`config.mk`:
```
export PLATFORM = sky130hd
export DESIGN_NAME = regbank_mp
export DESIGN_NICKNAME = d
export VERILOG_FILES = /design/src/rtl/regbank_pkg.sv /design/src/rtl/regbank_rdport.sv /design/src/rtl/regbank_mp.sv
export SDC_FILE = /design/constraint.sdc
export NUM_CORES = 1
export LEC_CHECK = 0
export CORE_UTILIZATION = 45
export CTS_BUF_LIST = sky130_fd_sc_hd__clkbuf_8
export DETAILED_ROUTE_END_ITERATION = 12
export GPL_TIMING_DRIVEN = 0
export RECOVER_POWER = 25
export SETUP_SLACK_MARGIN = 0.3
export SYNTH_ARGS = -nofsm -noshare
export SYNTH_HDL_FRONTEND = slang
export SYNTH_SLANG_ARGS = --single-unit
```
`constraint.sdc`:
```
create_clock -name clk -period 2.8 [get_ports clk]
set_input_delay 0.28 -clock clk [delete_from_list [all_inputs] [get_ports clk]]
set_output_delay 0.28 -clock clk [all_outputs]
set_load 0.01 [all_outputs]
```
`src/rtl/regbank_pkg.sv`:
```
// Shared constants and the byte-merge helper for the multi-port register bank.
// The same merge is used by the array write path and by the read-port bypass.
package regbank_pkg;

  localparam int DEF_DATA_W = 32;
  localparam int DEF_NREGS  = 16;
  localparam int DEF_NRD    = 2;

  // Merge operates on a fixed wide word; callers size-cast in and out.
  localparam int MERGE_W  = 256;
  localparam int MERGE_BE = MERGE_W / 8;

  function automatic logic [MERGE_W-1:0] byte_merge(
    input logic [MERGE_W-1:0]  old_word,
    input logic [MERGE_W-1:0]  new_word,
    input logic [MERGE_BE-1:0] be
  );
    logic [MERGE_W-1:0] merged;
    merged = old_word;
    for (int k = 0; k < MERGE_BE; k++) begin
      if (be[k]) merged[8*k +: 8] = new_word[8*k +: 8];
    end
    return merged;
  endfunction

endpackage

```
`src/rtl/regbank_rdport.sv`:
```
// One registered read port: reset/clear/hold/zero priority and same-cycle write bypass.
// With REGBANK_WR2_EN the full-word second write port takes bypass priority.
module regbank_rdport
  import regbank_pkg::*;
#(
  parameter int DATA_W = DEF_DATA_W,
  parameter int ADDR_W = 4
) (
  input  logic                clk,
  input  logic                reset,
  input  logic [ADDR_W-1:0]   addr,
  input  logic                hold,
  input  logic                clear,
  input  logic [DATA_W-1:0]   arr_word,
  input  logic                wr_act,
  input  logic [ADDR_W-1:0]   wr_addr,
  input  logic [DATA_W-1:0]   wr_data,
  input  logic [DATA_W/8-1:0] wr_be,
`ifdef REGBANK_WR2_EN
  input  logic                wr2_act,
  input  logic [ADDR_W-1:0]   wr2_addr,
  input  logic [DATA_W-1:0]   wr2_data,
`endif
  output logic [DATA_W-1:0]   data
);

  logic [DATA_W-1:0] bypass;

  always_comb begin
    bypass = arr_word;
    if (wr_act && (wr_addr == addr)) begin
      bypass = DATA_W'(byte_merge(MERGE_W'(arr_word), MERGE_W'(wr_data), MERGE_BE'(wr_be)));
    end
`ifdef REGBANK_WR2_EN
    if (wr2_act && (wr2_addr == addr)) bypass = wr2_data;
`endif
  end

  always_ff @(posedge clk) begin
    if (reset || clear) begin
      data <= '0;
    end else if (!hold) begin
      data <= (addr == '0) ? '0 : bypass;
    end
  end

endmodule

```
`src/rtl/regbank_mp.sv`:
```
// Multi-read-port register bank with byte-enabled write and hardwired-zero r0.
// Optional second full-word write port enabled by defining REGBANK_WR2_EN.
module regbank_mp
  import regbank_pkg::*;
#(
  parameter int  DATA_W = DEF_DATA_W,
  parameter int  NREGS  = DEF_NREGS,
  parameter int  NRD    = DEF_NRD,
  localparam int ADDR_W = $clog2(NREGS)
) (
  input  logic                  clk,
  input  logic                  reset,
  input  logic [NRD*ADDR_W-1:0] rd_addr,
  input  logic [NRD-1:0]        rd_hold,
  input  logic [NRD-1:0]        rd_clear,
  input  logic                  wr_en,
  input  logic [ADDR_W-1:0]     wr_addr,
  input  logic [DATA_W-1:0]     wr_data,
  input  logic [DATA_W/8-1:0]   wr_be,
`ifdef REGBANK_WR2_EN
  input  logic                  wr2_en,
  input  logic [ADDR_W-1:0]     wr2_addr,
  input  logic [DATA_W-1:0]     wr2_data,
`endif
  output logic [NRD*DATA_W-1:0] rd_data
);

  logic [DATA_W-1:0] mem [NREGS];
  logic              wr_act;
  logic [DATA_W-1:0] wr_merged;

  assign wr_act    = wr_en && (wr_addr != '0);
  assign wr_merged = DATA_W'(byte_merge(MERGE_W'(mem[wr_addr]), MERGE_W'(wr_data),
                                        MERGE_BE'(wr_be)));

`ifdef REGBANK_WR2_EN
  logic wr2_act;
  assign wr2_act = wr2_en && (wr2_addr != '0);
`endif

  // Array is never reset; wr2 is assigned last so it wins an address collision.
  always_ff @(posedge clk) begin
    if (!reset) begin
      if (wr_act) mem[wr_addr] <= wr_merged;
`ifdef REGBANK_WR2_EN
      if (wr2_act) mem[wr2_addr] <= wr2_data;
`endif
    end
  end

  generate
    for (genvar gi = 0; gi < NRD; gi++) begin : g_rd
      logic [ADDR_W-1:0] port_addr;
      logic [DATA_W-1:0] arr_word;

      assign port_addr = rd_addr[gi*ADDR_W +: ADDR_W];
      assign arr_word  = mem[port_addr];

      regbank_rdport #(
        .DATA_W (DATA_W),
        .ADDR_W (ADDR_W)
      ) u_rdport (
        .clk      (clk),
        .reset    (reset),
        .addr     (port_addr),
        .hold     (rd_hold[gi]),
        .clear    (rd_clear[gi]),
        .arr_word (arr_word),
        .wr_act   (wr_act),
        .wr_addr  (wr_addr),
        .wr_data  (wr_data),
        .wr_be    (wr_be),
`ifdef REGBANK_WR2_EN
        .wr2_act  (wr2_act),
        .wr2_addr (wr2_addr),
        .wr2_data (wr2_data),
`endif
        .data     (rd_data[gi*DATA_W +: DATA_W])
      );
    end
  endgenerate

endmodule
```
==> flow_summary_export.csv, run 1 <==
group,metric,value,unit
status,status,"complete, no violations",
clocking,cts-htree-levels,3,
worst_setup_path,cp.arrival,3.15,ns
logic_synthesis,synth_common_cells,"edfxtp_1, mux2i_1, o22ai_1",
die,coreArea,0.0594,mm2
grt,grt_antenna_before_repair,6,
logic_synthesis,synth-edff-count,512,
worst_hold_path,min_to,"mem[11][23]",
die,fp.dieW,248,um
drt,routed_via_density,6.34,
timing,fin_crit_sh,0.929,
place,io_buffers,108,
drt,dr.pass1.iters,6,
power,power,18.3,mW
place,place_congestion,0.958,
drt,vias,19046,
timing,rsz0062_at_grt,"no",
drt,drt_first_iter_violations,2204,
worst_setup_path,r2r-end,"g_rd[0].u_rdport.data[23]",
logic_synthesis,synthMostInstantiatedCell,"edfxtp_1",
grt,grt_pass1_wl,134000,um
timing,fmaxAchievable,385,MHz
cells_and_area,drive_gt1_frac,0.148,
clocking,insertion_delay,0.73,ns
grt,grt_pass1_vias,18786,
grt,grt_max_degree,19,
timing,hold_viol_final,0,
worst_setup_path,crit_type,"in2reg",
logic_synthesis,yosys_warnings,0,
clocking,cts_tree,"done",
place,dp_cells,2821,
timing,clock_skew,0.0289,ns
power,vdd.ir_drop.worst,0.384,mV
worst_setup_path,r2r_start,"mem[15][23]",
drt,drc,0,
logic_synthesis,synthFlopType,"edfxtp_1",
grt,grt-ovfl-total,0,
worst_setup_path,timing.reg2reg.setup_slack,1.12,ns
timing,slew_headroom,0.0338,
logic_synthesis,synth_top_area_frac,0.565,
cells_and_area,nNetsFinal,2201,
die,die_h,248,um
drt,routed_wl,96800,um
clocking,cts.clk_slew.worst_paths,0.07,ns
place,place_ws,-0.517,ns
grt,grtUsageTotal,0.316,
logic_synthesis,synth-seq-cells,576,
flow_run,drv_cap,0,
cells_and_area,fin_area,0.0312,mm2
worst_setup_path,critPathCaptureType,"flop",
cells_and_area,final_cells,3004,
logic_synthesis,syn_inst,1909,
clocking,clock_path_buffers,3,
worst_setup_path,crit_path_max_fanout,10,
worst_hold_path,timing.hold.worst.class,"in2reg",
power,total_leakage_power,10.9,nW
place,place_hpwl,64500,um
clocking,cts.sinks,576,
clocking,cts_hold_buffers,0,
logic_synthesis,seq_area_frac_synth,0.612,
timing,maxSlewViolCount,0,
logic_synthesis,syn_area,0.0272,mm2
timing,finalWorstSetupSlack,0.199,ns
die,boundaryPins,119,
cells_and_area,fin_util,0.526,
die,start_util,0.458,
clocking,cts_buffers,95,
drt,avgRoutedWirePerCell,32.2,um
clocking,cts_root_buf,"clkbuf_8",
logic_synthesis,ys_types,42,
timing,finalSetupViolCount,0,
worst_setup_path,reg2reg_depth,4,
power,power_density,587,mW/mm2
logic_synthesis,avgSynthCellArea,14.3,um2
timing,period_needed,2.60,ns
cells_and_area,area_growth,14.7,%
worst_hold_path,holdPathStages,3,
die,fp-row-count,89,
worst_hold_path,worstHoldStart,"wr_addr[0]",
drt,antenna_left,0,
logic_synthesis,yosysTopAreaCell,"edfxtp_1",
place,placed_cell_area,0.0294,mm2
worst_setup_path,critPathLaunchType,"input port",
logic_synthesis,async_reset_ff_frac,0,
timing,tightest_slew,1.44,ns
logic_synthesis,yosys-top-cells-area,"edfxtp_1, mux2i_1, mux4_2",
worst_setup_path,cp.required,3.35,ns
die,die_area,0.0614,mm2
==> layer usage <==
layer	global-route usage	vias up	share of wire
li1	-	8126	-
met1	0.424	9620	0.40
met2	0.501	1072	0.46
met3	0.0553	224	0.087
met4	0.145	4	0.044
met5	0	-	0.00029
==> flip-flops by register name, indices dropped and copies added, names as in the netlist <==
register,flops
mem,512
g_rd.u_rdport.data,64
==> layout make-up <==
type | count | area, um2
multi-input combinational | 1195 | 9680
clock inverter | 69 | 279
fill | 5056 | 28200
buffer | 169 | 1000
timing repair buffer | 109 | 1090
clock buffer | 110 | 1510
antenna | 3 | 7.51
tap | 773 | 967
sequential | 576 | 16700
==> repair_timing <==
action / in CTS / in global routing
gates resized for setup: 4 / 7
buffers inserted: 0 / 0
setup endpoints to repair: 18 / 18
endpoints found under the hold margin: 0 / 0
cloned: 0 / 0
==> cell usage in the layout (no fill, tap or decap), types with 56 or more instances in the layout <==
cell,n
a32oi_1,56
buf_2,84
clkbuf_8,110
clkdlybuf4s50_1,89
dfxtp_1,64
edfxtp_1,512
mux2i_1,398
mux4_2,57
nand2_1,127
nor2_1,117
nor4_1,59
o22ai_1,135
o31ai_1,64
==> logic make-up after synthesis <==
kind of cell | count (synthesis) | share of synthesized area
xor+xnor | 8 | 0.00258
other cells | 1 | 0.000138
simple gates | 362 | 0.0618
compound gates | 338 | 0.0930
buf+inv | 169 | 0.0366
mux | 455 | 0.194
flops | 576 | 0.612
==> worst max path at each step <==
stage	to	slack [ns]	from
final	g_rd[0].u_rdport.data[23]	0.20	rd_addr[3]
after global routing	mem[10][27]	0.31	wr_en
after CTS	g_rd[0].u_rdport.data[23]	0.29	rd_addr[2]
after detailed placement	g_rd[0].u_rdport.data[23]	-0.52	rd_addr[2]
after global placement	g_rd[0].u_rdport.data[23]	-0.51	rd_addr[2]
after floorplan	mem[10][16]	0.73	wr_addr[3]
==> power breakdown <==
part / switching (mW) / total [mW] / internal, mW / leakage [nW]
Combinational: 1.10 / 1.71 / 0.614 / 4.68
Sequential: 0.0771 / 9.55 / 9.48 / 5.15
Clock: 3.47 / 7.04 / 3.56 / 1.10
Total: 4.65 / 18.3 / 13.7 / 10.9
==> through the flow <==
| step | TNS (ns) | hold slack [ns] |
|---|---|---|
| after floorplan | 0 | 0.379 |
| after global placement | -79.04 | 0.466 |
| after detailed placement | -94.02 | 0.461 |
| after CTS | 0 | 0.332 |
| after global routing | 0 | 0.367 |
| final | 0 | 0.385 |
==> worst max-delay path, stage by stage <==
cell and delay, ns:
clkdlybuf4s50_1 0.55, buf_2 0.29, or3b_1 0.15, clkbuf_1 0.44
buf_2 0.47, o22ai_1 0.15, nor4_1 0.67, a22oi_1 0.13
Power figures use the tool's default switching activity.
==> run 2: changes to the inputs <==
- SLEW_MARGIN: not set -> 10
==> run 2 against run 1 <==
Net effect:
- hold slack better by 0.034 ns
- largest power group unchanged
- clock power down 2%
- first-iteration DRC count up 9.9%
==> flow_summary_export.csv, run 2 (synthesized netlist as in run 1, its figures left out) <==
group,metric,value,unit
drt,routed_wl,96600,um
cells_and_area,regMostFlops,"mem",
clocking,cts_root_buf,"clkbuf_8",
worst_setup_path,crit_family,"buffers and inverters",
cells_and_area,fillers,5028,
clocking,cts_hold_buffers,0,
place,io_buffers,108,
drt,routed.top_layer,"met4",
grt,grt_max_degree,19,
flow_run,drv_cap,0,
worst_setup_path,crit_cells,8,
clocking,cts.sinks,576,
place,place_ws,-0.579,ns
worst_setup_path,crit_path_max_fanout,10,
cells_and_area,fin_area,0.0312,mm2
die,boundaryPins,119,
worst_setup_path,crit_chain,"clkdlybuf4s50_1, buf_2, or3b_1, clkbuf_1, buf_2, o22ai_1, nor4_1, a22oi_1",
timing,worst_hold_slack,0.419,ns
power,vdd.ir_drop.worst,0.451,mV
place,place_congestion,0.958,
worst_setup_path,timing.reg2reg.setup_slack,1.12,ns
die,die_h,248,um
worst_setup_path,r2r-end,"g_rd[0].u_rdport.data[23]",
timing,clock_skew,0.0164,ns
drt,wl_met1,39000,um
cells_and_area,fin_util,0.525,
cells_and_area,final-seq-area,0.0167,mm2
drt,routed_via_density,6.40,
clocking,cts-htree-levels,3,
cells_and_area,multi_input_area,0.00971,mm2
grt,grt_pass1_vias,18724,
cells_and_area,final_common_cell,"edfxtp_1",
worst_setup_path,cpMostUsedCell,"buf_2",
timing,period_needed,2.70,ns
drt,drt_first_iter_violations,2423,
drt,drc,0,
power,total_leakage_power,10.9,nW
status,status,"complete, no violations",
cells_and_area,area_growth,14.6,%
worst_setup_path,cp.arrival,3.23,ns
timing,finalSetupViolCount,0,
timing,fin_crit_sh,0.966,
clocking,clock_path_buffers,3,
grt,grt_pass1_wl,133000,um
place,place_hpwl,64600,um
timing,rsz0062_at_grt,"yes",
drt,wl_met2,44800,um
clocking,cts_buffers,94,
die,coreArea,0.0594,mm2
worst_hold_path,timing.hold.worst.class,"in2reg",
worst_setup_path,cpPeakStageDelay,0.63,ns
cells_and_area,nNetsFinal,2199,
timing,finalWorstSetupSlack,0.0955,ns
grt,grt_antenna_before_repair,3,
cells_and_area,layout_common_cells,"edfxtp_1, mux2i_1, o22ai_1",
worst_setup_path,setup.worst_path.end,"g_rd[0].u_rdport.data[23]",
timing,slew_headroom,0.0778,
worst_setup_path,cp.required,3.32,ns
die,fp.dieW,248,um
drt,avgRoutedWirePerCell,32.2,um
drt,dr.pass1.iters,6,
drt,met3_length,8650,um
worst_setup_path,critPathCaptureType,"flop",
worst_setup_path,r2r_start,"mem[15][23]",
clocking,cts_setup_buffers,0,
cells_and_area,reg_top3,"mem x512, g_rd.u_rdport.data x64",
power,power,18.2,mW
clocking,cts_tree,"done",
die,die_area,0.0614,mm2
clocking,insertion_delay,0.69,ns
die,fp-row-count,89,
worst_setup_path,cp-startpoint,"rd_addr[3]",
timing,tightest_slew,1.38,ns
worst_setup_path,reg2reg_depth,4,
drt,vias,19194,
cells_and_area,largest_reg_flops,512,
grt,grtUsageTotal,0.315,
die,start_util,0.458,
clocking,cts.clk_slew.worst_paths,0.07,ns
timing,fmaxAchievable,370,MHz
grt,grt-ovfl-total,0,
place,placed_cell_area,0.0294,mm2
cells_and_area,drive_gt1_frac,0.149,
timing,maxSlewViolCount,0,
worst_setup_path,crit_type,"in2reg",
worst_setup_path,critPathLaunchType,"input port",
timing,hold_viol_final,0,
drt,antenna_left,0,
worst_setup_path,worst_path_max_delay_cell,"nor4_1",
clocking,cts_resized,2,
worst_setup_path,path_buf_inv,4,
power,power_density,583,mW/mm2
[run 2: cell count changes in the layout (fill, tap and decap cells not counted)]
cell	delta
nor2_1	-9
nor2_2	+9
clkinvlp_4	-3
inv_1	+3
clkdlybuf4s50_1	-2
clkinv_1	-2
clkinv_2	-2
dlygate4sd3_1	+2
buf_6	-1
clkbuf_1	-1
clkbuf_2	+1
clkbuf_8	-1
[run 2: worst min-delay path, stage by stage]
cell     delay [ns]
buf_6          0.12
nand3_1        0.25
nor2_2         0.23
[run 2: layout make-up]
type	count	area share
clock inverters	65	0.00803
flip-flops and latches	576	0.534
multi-input cells	1195	0.311
plain buffers	169	0.0322
diodes	3	0.000241
repair buffers	108	0.0347
well taps	773	0.0310
clock buffers	109	0.0481
[run 2: how the worst min path moves through the flow]
stage | from | end | slack [ns] | depth (start not counted)
after CTS | wr_addr[0] | mem[7][16] | 0.36 | 3
after detailed placement | g_rd[1].u_rdport.data[22] | g_rd[1].u_rdport.data[22] | 0.46 | 2
after global routing | wr_addr[0] | mem[7][16] | 0.38 | 3
after floorplan | wr_data[0] | mem[0][0] | 0.38 | 0
final | wr_addr[0] | mem[11][31] | 0.42 | 3
after global placement | g_rd[1].u_rdport.data[25] | g_rd[1].u_rdport.data[25] | 0.47 | 2
[run 2: report_power, final]
group	switching, mW	leakage (nW)	internal (mW)
Clock	3.39	1.10	3.52
Sequential	0.0777	5.15	9.47
Combinational	1.10	4.67	0.613
Total	4.57	10.9	13.6
[run 2: per-stage QoR]
stage | TNS, ns | std cells
floorplan | 0 | 1940
finish | 0 | 2998
global placement | -79.04 | 2821
global route | 0 | 2997
detailed placement | -79.68 | 2821
CTS | 0 | 2995
[run 2: layer usage]
| metal | global-route usage | up-vias |
|---|---|---|
| met2 | 0.499 | 1140 |
| met1 | 0.422 | 9707 |
| met3 | 0.0610 | 255 |
| met4 | 0.135 | 0 |
| li1 | - | 8092 |
| met5 | 0 | - |
